## config.mk

```make
export PLATFORM = sky130hd
export DESIGN_NAME = zsdram_scheduler
export DESIGN_NICKNAME = d
export VERILOG_FILES = /design/src/rtl/zsdram_scheduler.sv
export SDC_FILE = /design/constraint.sdc
export NUM_CORES = 1
export LEC_CHECK = 0
export BUFFER_PORTS_ARGS = -buffer_cell sky130_fd_sc_hd__buf_4
export CAP_MARGIN = 10
export CELL_PAD_IN_SITES_DETAIL_PLACEMENT = 1
export CELL_PAD_IN_SITES_GLOBAL_PLACEMENT = 2
export CORE_MARGIN = 4
export CORE_UTILIZATION = 28
export CTS_CLUSTER_DIAMETER = 60
export CTS_CLUSTER_SIZE = 24
export DETAILED_ROUTE_END_ITERATION = 8
export GPL_TIMING_DRIVEN = 1
export HOLD_SLACK_MARGIN = 0.15
export PLACE_DENSITY_LB_ADDON = 0.2
export SLEW_MARGIN = 0
export SYNTH_ARGS = -nofsm -noshare
export SYNTH_HDL_FRONTEND = slang
export SYNTH_SLANG_ARGS = --single-unit
```

## constraint.sdc

```tcl
create_clock -name clk -period 1.8 [get_ports clk]
set_input_delay 0.18 -clock clk [delete_from_list [all_inputs] [get_ports clk]]
set_output_delay 0.18 -clock clk [all_outputs]
set_load 0.02 [all_outputs]
```

## src/rtl/zsdram_scheduler.sv

```systemverilog
// SDRAM task scheduler: one-shot init, periodic auto-refresh and
// round-robin write/read arbitration in front of the command engine.
module zsdram_scheduler #(
    parameter int ADDR_W     = 24,
    parameter int REF_PERIOD = 780,
    parameter int TIMEOUT    = 1023,
    parameter int CNT_W      = 16
) (
    input  logic              clk,
    input  logic              rst_n,
    input  logic              init_done,
    input  logic              task_done,
    input  logic              wr_req,
    input  logic [ADDR_W-1:0] wr_addr,
    input  logic              rd_req,
    input  logic [ADDR_W-1:0] rd_addr,
    output logic              init_start,
    output logic              ref_start,
    output logic              wr_start,
    output logic              rd_start,
    output logic [ADDR_W-1:0] sys_addr,
    output logic              wr_ack,
    output logic              rd_ack,
    output logic              wr_done,
    output logic              rd_done,
    output logic              ready,
    output logic              busy,
    output logic              ref_overrun,
    output logic              err_timeout
);

    typedef enum logic [2:0] {
        S_INIT_GO,
        S_INIT_WAIT,
        S_IDLE,
        S_REF,
        S_WR,
        S_RD
    } state_t;

    localparam logic [CNT_W-1:0] REF_LAST = CNT_W'(REF_PERIOD - 1);
    localparam logic [CNT_W-1:0] TO_LAST  = CNT_W'(TIMEOUT - 1);

    state_t            state_q;
    logic [CNT_W-1:0]  ref_cnt_q;
    logic [CNT_W-1:0]  ref_cnt_d;
    logic [CNT_W-1:0]  to_cnt_q;
    logic              ref_pend_q;
    logic              ref_pend_d;
    logic              ref_ovr_q;
    logic              ref_ovr_d;
    logic              last_gnt_q;
    logic              init_start_q;
    logic              ref_start_q;
    logic              wr_start_q;
    logic              rd_start_q;
    logic              wr_done_q;
    logic              rd_done_q;
    logic              ready_q;
    logic              busy_q;
    logic              err_to_q;
    logic [ADDR_W-1:0] sys_addr_q;

    logic ref_tick;
    logic in_idle;
    logic gnt_ref;
    logic gnt_wr;
    logic gnt_rd;
    logic to_hit;

    always_comb begin
        ref_tick = ready_q && (ref_cnt_q == REF_LAST);
        in_idle  = (state_q == S_IDLE);
        gnt_ref  = in_idle && ref_pend_q;
        // last_gnt_q = 1 means read went last, so write wins a tie
        gnt_rd   = in_idle && !ref_pend_q && ready_q && rd_req
                   && (!wr_req || !last_gnt_q);
        gnt_wr   = in_idle && !ref_pend_q && ready_q && wr_req && !gnt_rd;
        to_hit   = (to_cnt_q == TO_LAST);
    end

    always_comb begin
        ref_cnt_d  = ref_cnt_q;
        ref_pend_d = ref_pend_q;
        ref_ovr_d  = ref_ovr_q;
        if (ready_q) begin
            ref_cnt_d = ref_tick ? '0 : ref_cnt_q + 1'b1;
        end
        // a tick on the grant edge re-arms the request it just served
        if (ref_tick) begin
            ref_pend_d = 1'b1;
            if (ref_pend_q) begin
                ref_ovr_d = 1'b1;
            end
        end else if (gnt_ref) begin
            ref_pend_d = 1'b0;
        end
    end

    always_ff @(posedge clk) begin
        if (!rst_n) begin
            state_q      <= S_INIT_GO;
            ref_cnt_q    <= '0;
            to_cnt_q     <= '0;
            ref_pend_q   <= 1'b0;
            ref_ovr_q    <= 1'b0;
            last_gnt_q   <= 1'b1;
            init_start_q <= 1'b0;
            ref_start_q  <= 1'b0;
            wr_start_q   <= 1'b0;
            rd_start_q   <= 1'b0;
            wr_done_q    <= 1'b0;
            rd_done_q    <= 1'b0;
            ready_q      <= 1'b0;
            busy_q       <= 1'b1;
            err_to_q     <= 1'b0;
            sys_addr_q   <= '0;
        end else begin
            ref_cnt_q    <= ref_cnt_d;
            ref_pend_q   <= ref_pend_d;
            ref_ovr_q    <= ref_ovr_d;
            init_start_q <= 1'b0;
            ref_start_q  <= 1'b0;
            wr_start_q   <= 1'b0;
            rd_start_q   <= 1'b0;
            wr_done_q    <= 1'b0;
            rd_done_q    <= 1'b0;
            unique case (state_q)
                S_INIT_GO: begin
                    init_start_q <= 1'b1;
                    busy_q       <= 1'b1;
                    state_q      <= S_INIT_WAIT;
                end
                S_INIT_WAIT: begin
                    if (init_done) begin
                        ready_q <= 1'b1;
                        busy_q  <= 1'b0;
                        state_q <= S_IDLE;
                    end
                end
                S_IDLE: begin
                    if (gnt_ref) begin
                        ref_start_q <= 1'b1;
                        busy_q      <= 1'b1;
                        to_cnt_q    <= '0;
                        state_q     <= S_REF;
                    end else if (gnt_wr) begin
                        wr_start_q <= 1'b1;
                        busy_q     <= 1'b1;
                        to_cnt_q   <= '0;
                        last_gnt_q <= 1'b0;
                        sys_addr_q <= wr_addr;
                        state_q    <= S_WR;
                    end else if (gnt_rd) begin
                        rd_start_q <= 1'b1;
                        busy_q     <= 1'b1;
                        to_cnt_q   <= '0;
                        last_gnt_q <= 1'b1;
                        sys_addr_q <= rd_addr;
                        state_q    <= S_RD;
                    end
                end
                S_REF, S_WR, S_RD: begin
                    if (task_done) begin
                        wr_done_q <= (state_q == S_WR);
                        rd_done_q <= (state_q == S_RD);
                        busy_q    <= 1'b0;
                        state_q   <= S_IDLE;
                    end else if (to_hit) begin
                        err_to_q <= 1'b1;
                        busy_q   <= 1'b0;
                        state_q  <= S_IDLE;
                    end else begin
                        to_cnt_q <= to_cnt_q + 1'b1;
                    end
                end
                default: begin
                    busy_q  <= 1'b1;
                    state_q <= S_INIT_GO;
                end
            endcase
        end
    end

    assign init_start  = init_start_q;
    assign ref_start   = ref_start_q;
    assign wr_start    = wr_start_q;
    assign rd_start    = rd_start_q;
    assign wr_ack      = wr_start_q;
    assign rd_ack      = rd_start_q;
    assign wr_done     = wr_done_q;
    assign rd_done     = rd_done_q;
    assign ready       = ready_q;
    assign busy        = busy_q;
    assign ref_overrun = ref_ovr_q;
    assign err_timeout = err_to_q;
    assign sys_addr    = sys_addr_q;

endmodule

```

### Yosys cells after proc, flatten, opt, wreduce, memory -nomap -nowiden

Cells that the tools add are included.

| word-level totals | value |
|---|---|
| flip-flop bits (word level) | 71 |
| bits of input ports | 54 |
| output and inout port bits | 36 |
| word-level logic and storage cells | 92 |

| operators by class | value |
|---|---|
| $add $sub $neg | 2 |
| equality and inequality tests | 12 |
| multiplexer cells | 30 |
| bitwise logic cells | 4 |
| reduce and logical (&&, ||, !) cells | 28 |

Operators with widths:

| kind | number |
|---|---|
| $mux W16 | 6 |
| $mux W24 | 2 |
| $add A16 B1 Y16 const B | 2 |
| $eq A16 B10 Y1 const B | 2 |
| $pmux W16 S2 | 1 |
| $mux W3 | 6 |
| $mux W1 | 13 |
| $pmux W3 S4 | 1 |
| $reduce_and A3 Y1 | 4 |
| $logic_and A1 B1 Y1 | 8 |
| $eq A3 B2 Y1 const B | 2 |
| $eq A3 B3 Y1 const B | 2 |
| $ne A2 B2 Y1 const B | 3 |
| $reduce_and A2 Y1 | 3 |
| $reduce_bool A2 Y1 | 3 |
| $reduce_or A3 Y1 | 2 |
| $logic_not A1 Y1 | 4 |
| $ne A4 B1 Y1 const B | 1 |
| $not A1 Y1 | 4 |
| $reduce_and A4 Y1 | 1 |
| $reduce_or A4 Y1 | 1 |
| $eq A3 B1 Y1 const B | 1 |
| $logic_not A3 Y1 | 1 |
| $ne A3 B3 Y1 const B | 1 |
| other kinds (2) | 2 |

### Longest topological paths before layout

Gate-level depths: netlist of the first run.

| logic depth | value |
|---|---|
| depth after elaboration | 10 |
| depth in mapped cells | 8 |
| gate-level depth less buffers | 7 |

### Worst setup path after synthesis of the first run

OpenSTA, ideal clock, no wires.

| timing | value |
|---|---|
| kind | register to register |
| start | reg to_cnt_q[0] |
| end | reg busy_q (netlist: busy) |
| library setup time | 0.120 ns |
| arrival time | 1.749 ns |
| required time | 1.680 ns |
| path slack | -0.069 ns |
| stages on the path, launching flop included | 8 |
| buffers on the path | 0 |
| clock period less this slack | 1.869 ns |
| path through | dfxtp_1 > inv_1 > ha_1 > nor4b_1 > nand4_1 > a22o_1 > or2_1 > a211o_1 |

| on the way | value |
|---|---|
| cells in the longest elaborated chain, start to end | 3 |

Ends and longest elaborated chain:

| element | RTL line | source |
|---|---|---|
| from (decl) | 47 | `logic [CNT_W-1:0] to_cnt_q;` |
| from (signal assigned) | 174 | `to_cnt_q <= to_cnt_q + 1'b1;` |
| $eq A16 B10 Y1 | 79 | `to_hit = (to_cnt_q == TO_LAST);` |
| $ne A3 B3 Y1 (no source line) | - |  |
| $reduce_and A3 Y1 (no source line) | - |  |
| to (signal assigned) | 115 | `busy_q <= 1'b1;` |
| to (signal assigned) | 131 | `busy_q <= 1'b1;` |
| to (signal assigned) | 137 | `busy_q <= 1'b0;` |
| to (decl) | 60 | `logic busy_q;` |

Every way passes these cells.
A chain may end at the register's enable or synchronous reset.

### Worst setup path in the final report of the first run

| timing | value |
|---|---|
| start | reg to_cnt_q[0] |
| end | reg to_cnt_q[14] |

| on the way | value |
|---|---|
| cells in the longest elaborated chain, start to end | 4 |
| elaborated cells between the ends (all ways) | 7 |
| classes of those cells | add/sub: 1; eq/ne: 2; mux: 3; reduce/logical: 1 |

Ends and longest elaborated chain:

| element | RTL line | source |
|---|---|---|
| $add A16 B1 Y16 | 174 |  |
| $mux W16 | 169 | `end else if (to_hit) begin` |
| $mux W16 | 164 | `if (task_done) begin` |
| $pmux W16 S2 | 128 | `unique case (state_q)` |

Several ways; a longest one is shown, not always the timed one. The select of a mux whose other input is x is not followed.

==> results of run 1 <==
## per-layer routing
layer  track usage  vias to the layer above
met5             0                        -
met4       0.07458                        0
met3       0.05024                       19
met2        0.2796                       84
met1        0.2045                     1677
li1              -                     1768
## layout make-up
class                   count  area [µm²]
fillers                  1344        6269
multi-input cells         281        2131
clock buffers              11       242.7
clock inverters             4       22.52
inverters                   7       26.28
repair buffers            198        1708
well taps                 147       183.9
flip-flops and latches     71        1429
## final timing paths
kind | end | depth (start not counted) | slack (ps)
worst max-delay path | to_cnt_q[14] | 7 | -50
worst min register to register | ref_overrun | 1 | 480
worst min-delay path | to_cnt_q[1] | 2 | 170
worst max register to register | to_cnt_q[14] | 7 | -50
## sequential cells by signal, indices dropped and copies added, names as in the netlist
name and flops:
sys_addr 24, ref_cnt_q 16, to_cnt_q 16, state_q 3, busy 1, err_timeout 1
init_start 1, last_gnt_q 1, rd_ack 1, rd_done 1, ready 1, ref_overrun 1
ref_pend_q 1, ref_start 1, wr_ack 1, wr_done 1
## cells by family after synthesis
kind of cell	count (synthesis)
AND/OR/NAND/NOR	138
adder cells (fa/ha/maj)	3
multiplexers	24
AO/OA/AOI/OAI	102
buffers and inverters	30
flip-flops	71
XOR/XNOR	14
## what timing repair did
action                                  CTS  global route
hold buffers                             50             0
buffers inserted                          1             3
hold endpoints to repair                 27             0
pin swaps                                 6            22
gates cloned                              1             2
endpoints found under the setup margin   39            43
gates resized for setup                  22            41
## through the flow
step	TNS (ps)	total power (W)
finish	-165.3	0.004585
global placement	-1763	0.002722
detailed placement	-3289	0.002744
floorplan	-19.79	0.002267
global route	-2418	0.004842
CTS	-450.9	0.004546
## power by group through the flow
stage / Sequential [W] / Clock (W) / Combinational [W]
after detailed placement: 0.00174 / 0 / 0.00100
after floorplan: 0.00182 / 0 / 0.000448
after CTS: 0.00171 / 0.00171 / 0.00112
after global placement: 0.00174 / 0 / 0.000984
final: 0.00171 / 0.00164 / 0.00124
after global routing: 0.00172 / 0.00177 / 0.00135
## synthesized netlist by cell type, drive strengths merged, types with 2 or more instances
cell type	number	share of area
a21oi	36	0.073
nand4	15	0.029
xnor2	3	0.0077
o221a	2	0.0066
nor4	4	0.0073
nand3b	5	0.011
a31o	2	0.0051
nor3	11	0.016
and3	9	0.017
dfxtp	71	0.41
clkbuf	11	0.012
nand2b	4	0.0073
nor4b	2	0.0051
nand3	12	0.018
ha	3	0.011
and2	4	0.0077
nor2	32	0.040
o22ai	2	0.0036
o221ai	4	0.010
mux2i	24	0.070
o21a	3	0.0066
o31ai	2	0.0044
buf	12	0.032
o21ai	38	0.055
nand2	23	0.025
a31oi	4	0.0073
or2	3	0.0055
inv	7	0.0077
and4	6	0.015
xor2	11	0.028
or3	3	0.0055
## worst max-delay path: cells and delay by family (launching register included)
kind | cells | cell delay, ps
buffers and inverters | 1 | 110
AOI/OAI and AO/OA | 1 | 160
adders and majority gates | 1 | 120
DFF | 1 | 340
and+or+nand+nor | 4 | 1050
==> flow_metrics.tcl, run 1 <==
set metrics [dict create \
    syn_nets 439 \
    fp.dieH_um 118.7 \
    p_seq_frac 0.373 \
    ys_ff_latch 71 \
    final_cell_area_um2 5743 \
    nets 625 \
    cts_buffers 9 \
    synth_top_family_by_area "simple AND/OR/NAND/NOR gates" \
    h-tree-depth 3 \
    dpl_cell_area_um2 4573 \
    setup.worst_path.start "to_cnt_q[0]" \
    wl_per_cell_um 16.58 \
    dp_cells 649 \
    start_util 0.2854 \
    period_share 1.029 \
    initialDrtViolationCount 114 \
    yosysWarnings 0 \
    vdd_drop_max_v 0.0003544 \
    path_class "reg -> reg" \
    drc 0 \
    slew_headroom 0.7024 \
    status "finished with violations" \
    overflow 0 \
    p_int_w 0.003240 \
    critical-path-slowest-cell "dfxtp_2" \
    finalMaxSlewViolations 0 \
    place_ws_ps -155.6 \
    wl_met1_um 5165 \
    synth_edf_count 0 \
    boundaryPins 90 \
    hp-start "rst_n" \
    final_cells 719 \
    cp_max_fo 2 \
    die_x_um 118.7 \
    crit_path_max_incr_delay_ps 340 \
    min_period_ps 1851 \
    synth-xor-area-share 0.03577 \
    endpoint_kind "flop" \
    drive_gt1_frac 0.4161 \
    detailed_place_hpwl_um 7732 \
    crit_chain "buf_6 -> ha_4 -> nand4_1 -> or2_4 -> or3_4 -> or3_4 -> o221ai_2" \
    setup_violations 11 \
    grt_pass1_wl_um 19120 \
    antenna_found_initial 0 \
    rows 40 \
    worst_pin_slew_ps 445.4 \
    final_cell_mix "buf_4, dfxtp_1, dlygate4sd3_1" \
    syn_inst 382 \
    root_buffer "clkbuf_16" \
    antenna_left 0 \
    synth_area_per_cell_um2 8.975 \
    vias 3548 \
    synth_area_um2 3428 \
    startpoint_type "flop" \
    cts_tree "done" \
    finClkSkew_ps 3.731 \
    core_um2 12010 \
    port_buffers 89 \
    finalHoldViolCount 0 \
    final_common_cell "buf_4" \
    gp_congestion 0.7677 \
    violations "setup timing" \
    cts_sinks 71 \
    cts.path.max_buffers 2 \
    async_flop_share 0 \
    utilization 0.4781 \
    cts.clk_slew.worst_paths_ps 60 \
    yosysSeqAreaShare 0.4146 \
    die_area_um2 14080 \
    hold_ws_ps 171.0 \
    grt_max_degree 49 \
    rsz0062_at_grt "yes" \
    synth_fa_ha_area_frac 0.01095 \
    arrival_ps 2110 \
    combPwrFrac 0.270 \
    worst_slack_ps -51.41 \
    power.clock.fraction 0.357 \
    r2r-start "to_cnt_q[0]" \
    clk_latency_ps 340 \
    path_common_cell "or3_4" \
    synth_compound_area_frac 0.1956 \
    p_per_area_nw_per_um2 798.4 \
    syn2layout_area_growth_pct 67.52 \
    power_switching_w 0.001345 \
    power.leakage_nw 2.288 \
    dr.pass1.iters 4 \
    wirelength_um 11920 \
    viasPerCell 4.935 \
    max_freq_ghz 0.5401 \
    synth_cell_types 56 \
    insertedDiodeCount 0 \
    grt_pass1_vias 3806 \
    synth-main-ff-cell "dfxtp_1" \
    met3_length_um 591 \
    drv_cap 0 \
    grt_usage 0.1697 \
    top_layer "met4" \
    swShare 0.2933 \
    min_path_type "in -> reg" \
    dr_wl_met2_um 5858 \
    required_ps 2060 \
    synth-simple-area-share 0.2212 \
    synth.area.mux_share 0.07007 \
]
(Power assumes the default switching activity.)
==> run 2: changes to the inputs <==
--- a/config.mk
+++ b/config.mk
@@ -10,7 +10,8 @@
 export CELL_PAD_IN_SITES_DETAIL_PLACEMENT = 1
 export CELL_PAD_IN_SITES_GLOBAL_PLACEMENT = 2
 export CORE_MARGIN = 4
-export CORE_UTILIZATION = 28
+export CORE_UTILIZATION = 29
+export CTS_BUF_LIST = sky130_fd_sc_hd__clkbuf_4 sky130_fd_sc_hd__clkbuf_8
 export CTS_CLUSTER_DIAMETER = 60
 export CTS_CLUSTER_SIZE = 24
 export DETAILED_ROUTE_END_ITERATION = 8
==> run 2 against run 1 <==
Compared with the run above: the run still ends with setup timing left; via count grew 1.2%; final cell count grew 0.42%; utilization grew 0.24 points; combinational power shrank 4%; non-clock buffer count grew 6; setup slack lost 31 ps; critical endpoint is now busy; largest cell class unchanged; highest routed layer unchanged.
==> flow_metrics.tcl, run 2 (synthesis gave the netlist of run 1 again) <==
set metrics [dict create \
    utilization 0.4806 \
    finalHoldViolCount 0 \
    p_int_w 0.002791 \
    period_share 1.046 \
    worst_slack_ps -82.70 \
    cp_max_fo 2 \
    cts_tree "done" \
    core_um2 11520 \
    cts.clk_slew.worst_paths_ps 70 \
    cts.path.max_buffers 2 \
    combPwrFrac 0.294 \
    grt_usage 0.1813 \
    min_path_type "in -> reg" \
    setup_violations 8 \
    fin_tns_setup_ps -286.0 \
    min_period_ps 1883 \
    wirelength_um 12160 \
    fp.dieH_um 116.7 \
    min_to "last_gnt_q" \
    vias 3592 \
    path_class "reg -> reg" \
    h-tree-depth 3 \
    finClkSkew_ps 7.936 \
    die_area_um2 13620 \
    port_buffers 89 \
    violations "setup timing" \
    p_per_area_nw_per_um2 733.2 \
    startpoint_type "flop" \
    reg2reg_depth 7 \
    die_x_um 116.7 \
    power.leakage_nw 2.237 \
    whs_path_depth 4 \
    dp_cells 641 \
    grt_pass1_vias 3848 \
    overflow 0 \
    initialDrtViolationCount 130 \
    largest_reg_flops 24 \
    cts_buffers 9 \
    final_cell_mix "buf_4, dfxtp_1, dlygate4sd3_1" \
    rsz0062_at_grt "yes" \
    power.clock.fraction 0.285 \
    clk_latency_ps 360 \
    start_util 0.2977 \
    cts_sinks 71 \
    drc 0 \
    grt_pass1_wl_um 19350 \
    max_freq_ghz 0.5312 \
    drv_cap 0 \
    grt_max_degree 49 \
    boundaryPins 90 \
    worst_pin_slew_ps 496.1 \
    dr.pass1.iters 4 \
    final_common_cell "buf_4" \
    r2r_slack_ps -80 \
    insertedDiodeCount 0 \
    gp_congestion 0.7805 \
    finalMaxSlewViolations 0 \
    endpoint_kind "flop" \
    total_power_w 0.004057 \
    r2r-start "to_cnt_q[1]" \
    required_ps 2040 \
    rows 39 \
    vdd_drop_max_v 0.0003532 \
    final_cells 722 \
    antenna_left 0 \
    viasPerCell 4.975 \
    arrival_ps 2130 \
    hp-start "wr_req" \
    nets 631 \
    wl_per_cell_um 16.84 \
    swShare 0.3120 \
    slew_headroom 0.6689 \
    power_switching_w 0.001266 \
    root_buffer "clkbuf_8" \
    p_seq_frac 0.421 \
    syn2layout_area_growth_pct 61.42 \
    drive_gt1_frac 0.4111 \
    r2r_end "busy" \
    detailed_place_hpwl_um 7714 \
    status "finished with violations" \
    antenna_found_initial 0 \
]
## run 2: cell count changes in the layout (fill, tap and decap cells not counted), sizes merged
cell	change
buf	+7
## run 2: power groups by stage
stage          Clock [W]  Combinational [W]  Sequential (W)
2_1_floorplan          0           0.000448         0.00182
3_3_place_gp           0           0.000968         0.00174
3_5_place_dp           0           0.000987         0.00174
4_1_cts          0.00120            0.00112         0.00171
5_1_grt          0.00126            0.00131         0.00172
6_report         0.00116            0.00119         0.00171
## run 2: per-layer routing
layer,part of all wire,up-vias,GRT usage
met1,0.42,1730,0.2170
met3,0.053,12,0.04715
met2,0.52,76,0.3113
li1,-,1774,-
met5,0,-,0
met4,0.015,0,0.06804
## run 2: worst max-delay path by stage
stage                      from            to
floorplan            state_q[2]  sys_addr[10]
global placement    to_cnt_q[0]  to_cnt_q[14]
detailed placement  to_cnt_q[1]  to_cnt_q[14]
CTS                 to_cnt_q[0]  to_cnt_q[14]
global route        to_cnt_q[1]          busy
finish              to_cnt_q[1]          busy
## run 2: layout make-up
type | instances | area (µm²)
Sequential cell | 71 | 1426
Clock buffer | 12 | 146.4
Multi-Input combinational cell | 281 | 2004
Fill cell | 1321 | 5982
Timing Repair Buffer | 204 | 1729
Clock inverter | 4 | 22.52
Inverter | 7 | 26.28
Tap cell | 143 | 178.9
## run 2: worst max-delay path, cell delays in order, from the launching register on
cell and delay [ps]:
dfxtp_2 350, buf_6 100, ha_4 120, nor4b_4 230, nand4_1 200, a22o_1 270
or2_1 250, a211o_1 250
## run 2: stage by stage
step / setup WS (ps) / cell area, µm² / hold slack, ps
after detailed placement: -174.0 / 4538 / 461.3
final: -82.70 / 5534 / 197.1
after global placement: -104.1 / 4538 / 458.8
after global routing: -190.0 / 5534 / 190.7
after CTS: -73.33 / 5356 / 175.8
after floorplan: -1.979 / 3437 / 329.6
## run 2: repair_timing
| action | in CTS | in global routing |
|---|---|---|
| resized for setup | 24 | 32 |
| setup endpoints to repair | 42 | 43 |
| pin swaps | 13 | 17 |
| gates cloned | 0 | 3 |
| endpoints found under the hold margin | 28 | 0 |
| setup buffers | 7 | 5 |
| hold buffers | 50 | 0 |
==> run 3: changes to the inputs <==
--- a/config.mk
+++ b/config.mk
@@ -18,6 +18,7 @@
 export GPL_TIMING_DRIVEN = 1
 export HOLD_SLACK_MARGIN = 0.15
 export PLACE_DENSITY_LB_ADDON = 0.2
+export SETUP_SLACK_MARGIN = 0.15
 export SLEW_MARGIN = 0
 export SYNTH_ARGS = -nofsm -noshare
 export SYNTH_HDL_FRONTEND = slang
==> run 3 against run 2 <==
Compared with the run above: utilization up 3.5 points; worst hold slack better by 37 ps; setup slack worse by 12 ps; critical path depth down 1; die area unchanged; the run still ends with setup timing left; maximum frequency down 0.66%; clock skew up 0.85 ps; combinational power up 18%; first-iteration DRC count down 22%; register-to-register slack about the same.
==> flow_metrics.tcl, run 3 (synthesis gave the netlist of run 1 again) <==
set metrics [dict create \
    status "finished with violations" \
    violations "setup timing" \
    final_cells 732 \
    die_area_um2 13620 \
    period_share 1.053 \
    insertedDiodeCount 0 \
    finClkSkew_ps 8.784 \
    max_freq_ghz 0.5277 \
    viasPerCell 5.007 \
    cp_max_fo 11 \
    r2r_slack_ps -100 \
    setup_violations 26 \
    min_path_type "in -> reg" \
    place_ws_ps -108.2 \
    boundaryPins 90 \
    wl_per_cell_um 18.04 \
    path_class "reg -> reg" \
    slew_headroom 0.7512 \
    detailed_place_hpwl_um 7663 \
    finalHoldViolCount 0 \
    cts_tree "done" \
    grt_pass1_vias 3988 \
    arrival_ps 2140 \
    finalMaxSlewViolations 0 \
    min_period_ps 1895 \
    cts_sinks 71 \
    antenna_left 0 \
    rsz0062_at_grt "yes" \
    final_cell_area_um2 5938 \
    die_x_um 116.7 \
    gp_congestion 0.7785 \
    h-tree-depth 3 \
    final_common_cell "buf_4" \
    power_switching_w 0.001374 \
    drive_gt1_frac 0.4516 \
    worst_pin_slew_ps 372.8 \
    endpoint "sys_addr[4]" \
    r2r_end "sys_addr[4]" \
    rows 39 \
    p_int_w 0.002921 \
    dr.pass1.iters 4 \
    grt_usage 0.1887 \
    combPwrFrac 0.329 \
    power.leakage_nw 2.359 \
    grt_max_degree 23 \
    cts.clk_slew.worst_paths_ps 80 \
    wirelength_um 13200 \
    r2r-start "state_q[1]" \
    drc 0 \
    grt_pass1_wl_um 19980 \
    largest_reg_flops 24 \
    fp.dieH_um 116.7 \
    drv_cap 0 \
    port_buffers 89 \
    power.clock.fraction 0.272 \
    utilization 0.5156 \
    swShare 0.3200 \
    reg2reg_depth 6 \
    cts_buffers 9 \
    p_seq_frac 0.400 \
    nets 641 \
    startpoint_type "flop" \
    vias 3665 \
    syn2layout_area_growth_pct 73.21 \
    endpoint_kind "flop" \
    setup.worst_path.start "state_q[1]" \
    final_cell_mix "buf_4, dfxtp_1, dlygate4sd3_1" \
    worst_slack_ps -95.18 \
    p_per_area_nw_per_um2 723.3 \
    core_um2 11520 \
    vdd_drop_max_v 0.0003838 \
    antenna_found_initial 0 \
    root_buffer "clkbuf_8" \
    required_ps 2050 \
    cts.path.max_buffers 2 \
    start_util 0.2977 \
    overflow 0 \
    clk_latency_ps 360 \
    dp_cells 642 \
    initialDrtViolationCount 101 \
    dpl_cell_area_um2 4589 \
    total_power_w 0.004295 \
]
## run 3: changes by cell type in the layout (fill, tap and decap cells not counted), sizes merged
| cell | delta |
|---|---|
| bufbuf | +1 |
| buf | +6 |
| dlygate4sd3 | +2 |
| clkbuf | +1 |
## run 3: layout make-up
type | instances | area (µm²)
fill | 1287 | 5578
multi-input combinational | 281 | 2206
timing repair buffer | 214 | 1928
sequential | 71 | 1430
tap | 143 | 178.9
clock buffer | 12 | 146.4
inverter | 7 | 26.28
clock inverter | 4 | 22.52
## run 3: power by group through the flow
stage	clock network, W	registers, W	logic (W)
final	0.00117	0.00172	0.00141
after global routing	0.00127	0.00173	0.00152
after CTS	0.00121	0.00171	0.00124
after detailed placement	0	0.00175	0.00102
after global placement	0	0.00174	0.000996
after floorplan	0	0.00182	0.000451
## run 3: how the worst min path moves through the flow
stage / startpoint / endpoint / slack (ps) / cells after the start
2_1_floorplan: task_done / rd_done / 330 / 2
5_1_grt: rd_req / last_gnt_q / 250 / 4
3_5_place_dp: rd_addr[0] / sys_addr[0] / 460 / 3
4_1_cts: rd_req / last_gnt_q / 210 / 4
3_3_place_gp: rd_addr[2] / sys_addr[2] / 450 / 3
6_report: rd_req / last_gnt_q / 230 / 4
## run 3: stage by stage
stage | hold slack (ps) | setup TNS [ps]
floorplan | 329.6 | -19.79
global placement | 446.6 | -952.5
detailed placement | 462.3 | -1749
CTS | 208.9 | -49.73
global route | 246.6 | -4186
finish | 234.0 | -1546
## run 3: critical path, cell delays in order (launching register included)
cell and delay (ps):
dfxtp_2 350, or3b_4 440, nor2_8 100, o2111a_2 340
clkbuf_16 230, mux2i_1 210, a21oi_1 100
## run 3: per-layer routing
layer,vias up,share of wire,global-route usage
met5,-,0,0
met4,0,0.018,0.05810
met1,1764,0.40,0.2142
met2,84,0.53,0.3367
met3,24,0.052,0.05959
li1,1793,-,-
## run 3: timing repair
item,CTS,global route
hold buffers,52,0
setup endpoints to repair,45,58
gates resized for setup,37,52
endpoints found under the hold margin,30,0
gates cloned,3,2
pin swaps,17,21
buffers inserted,10,7
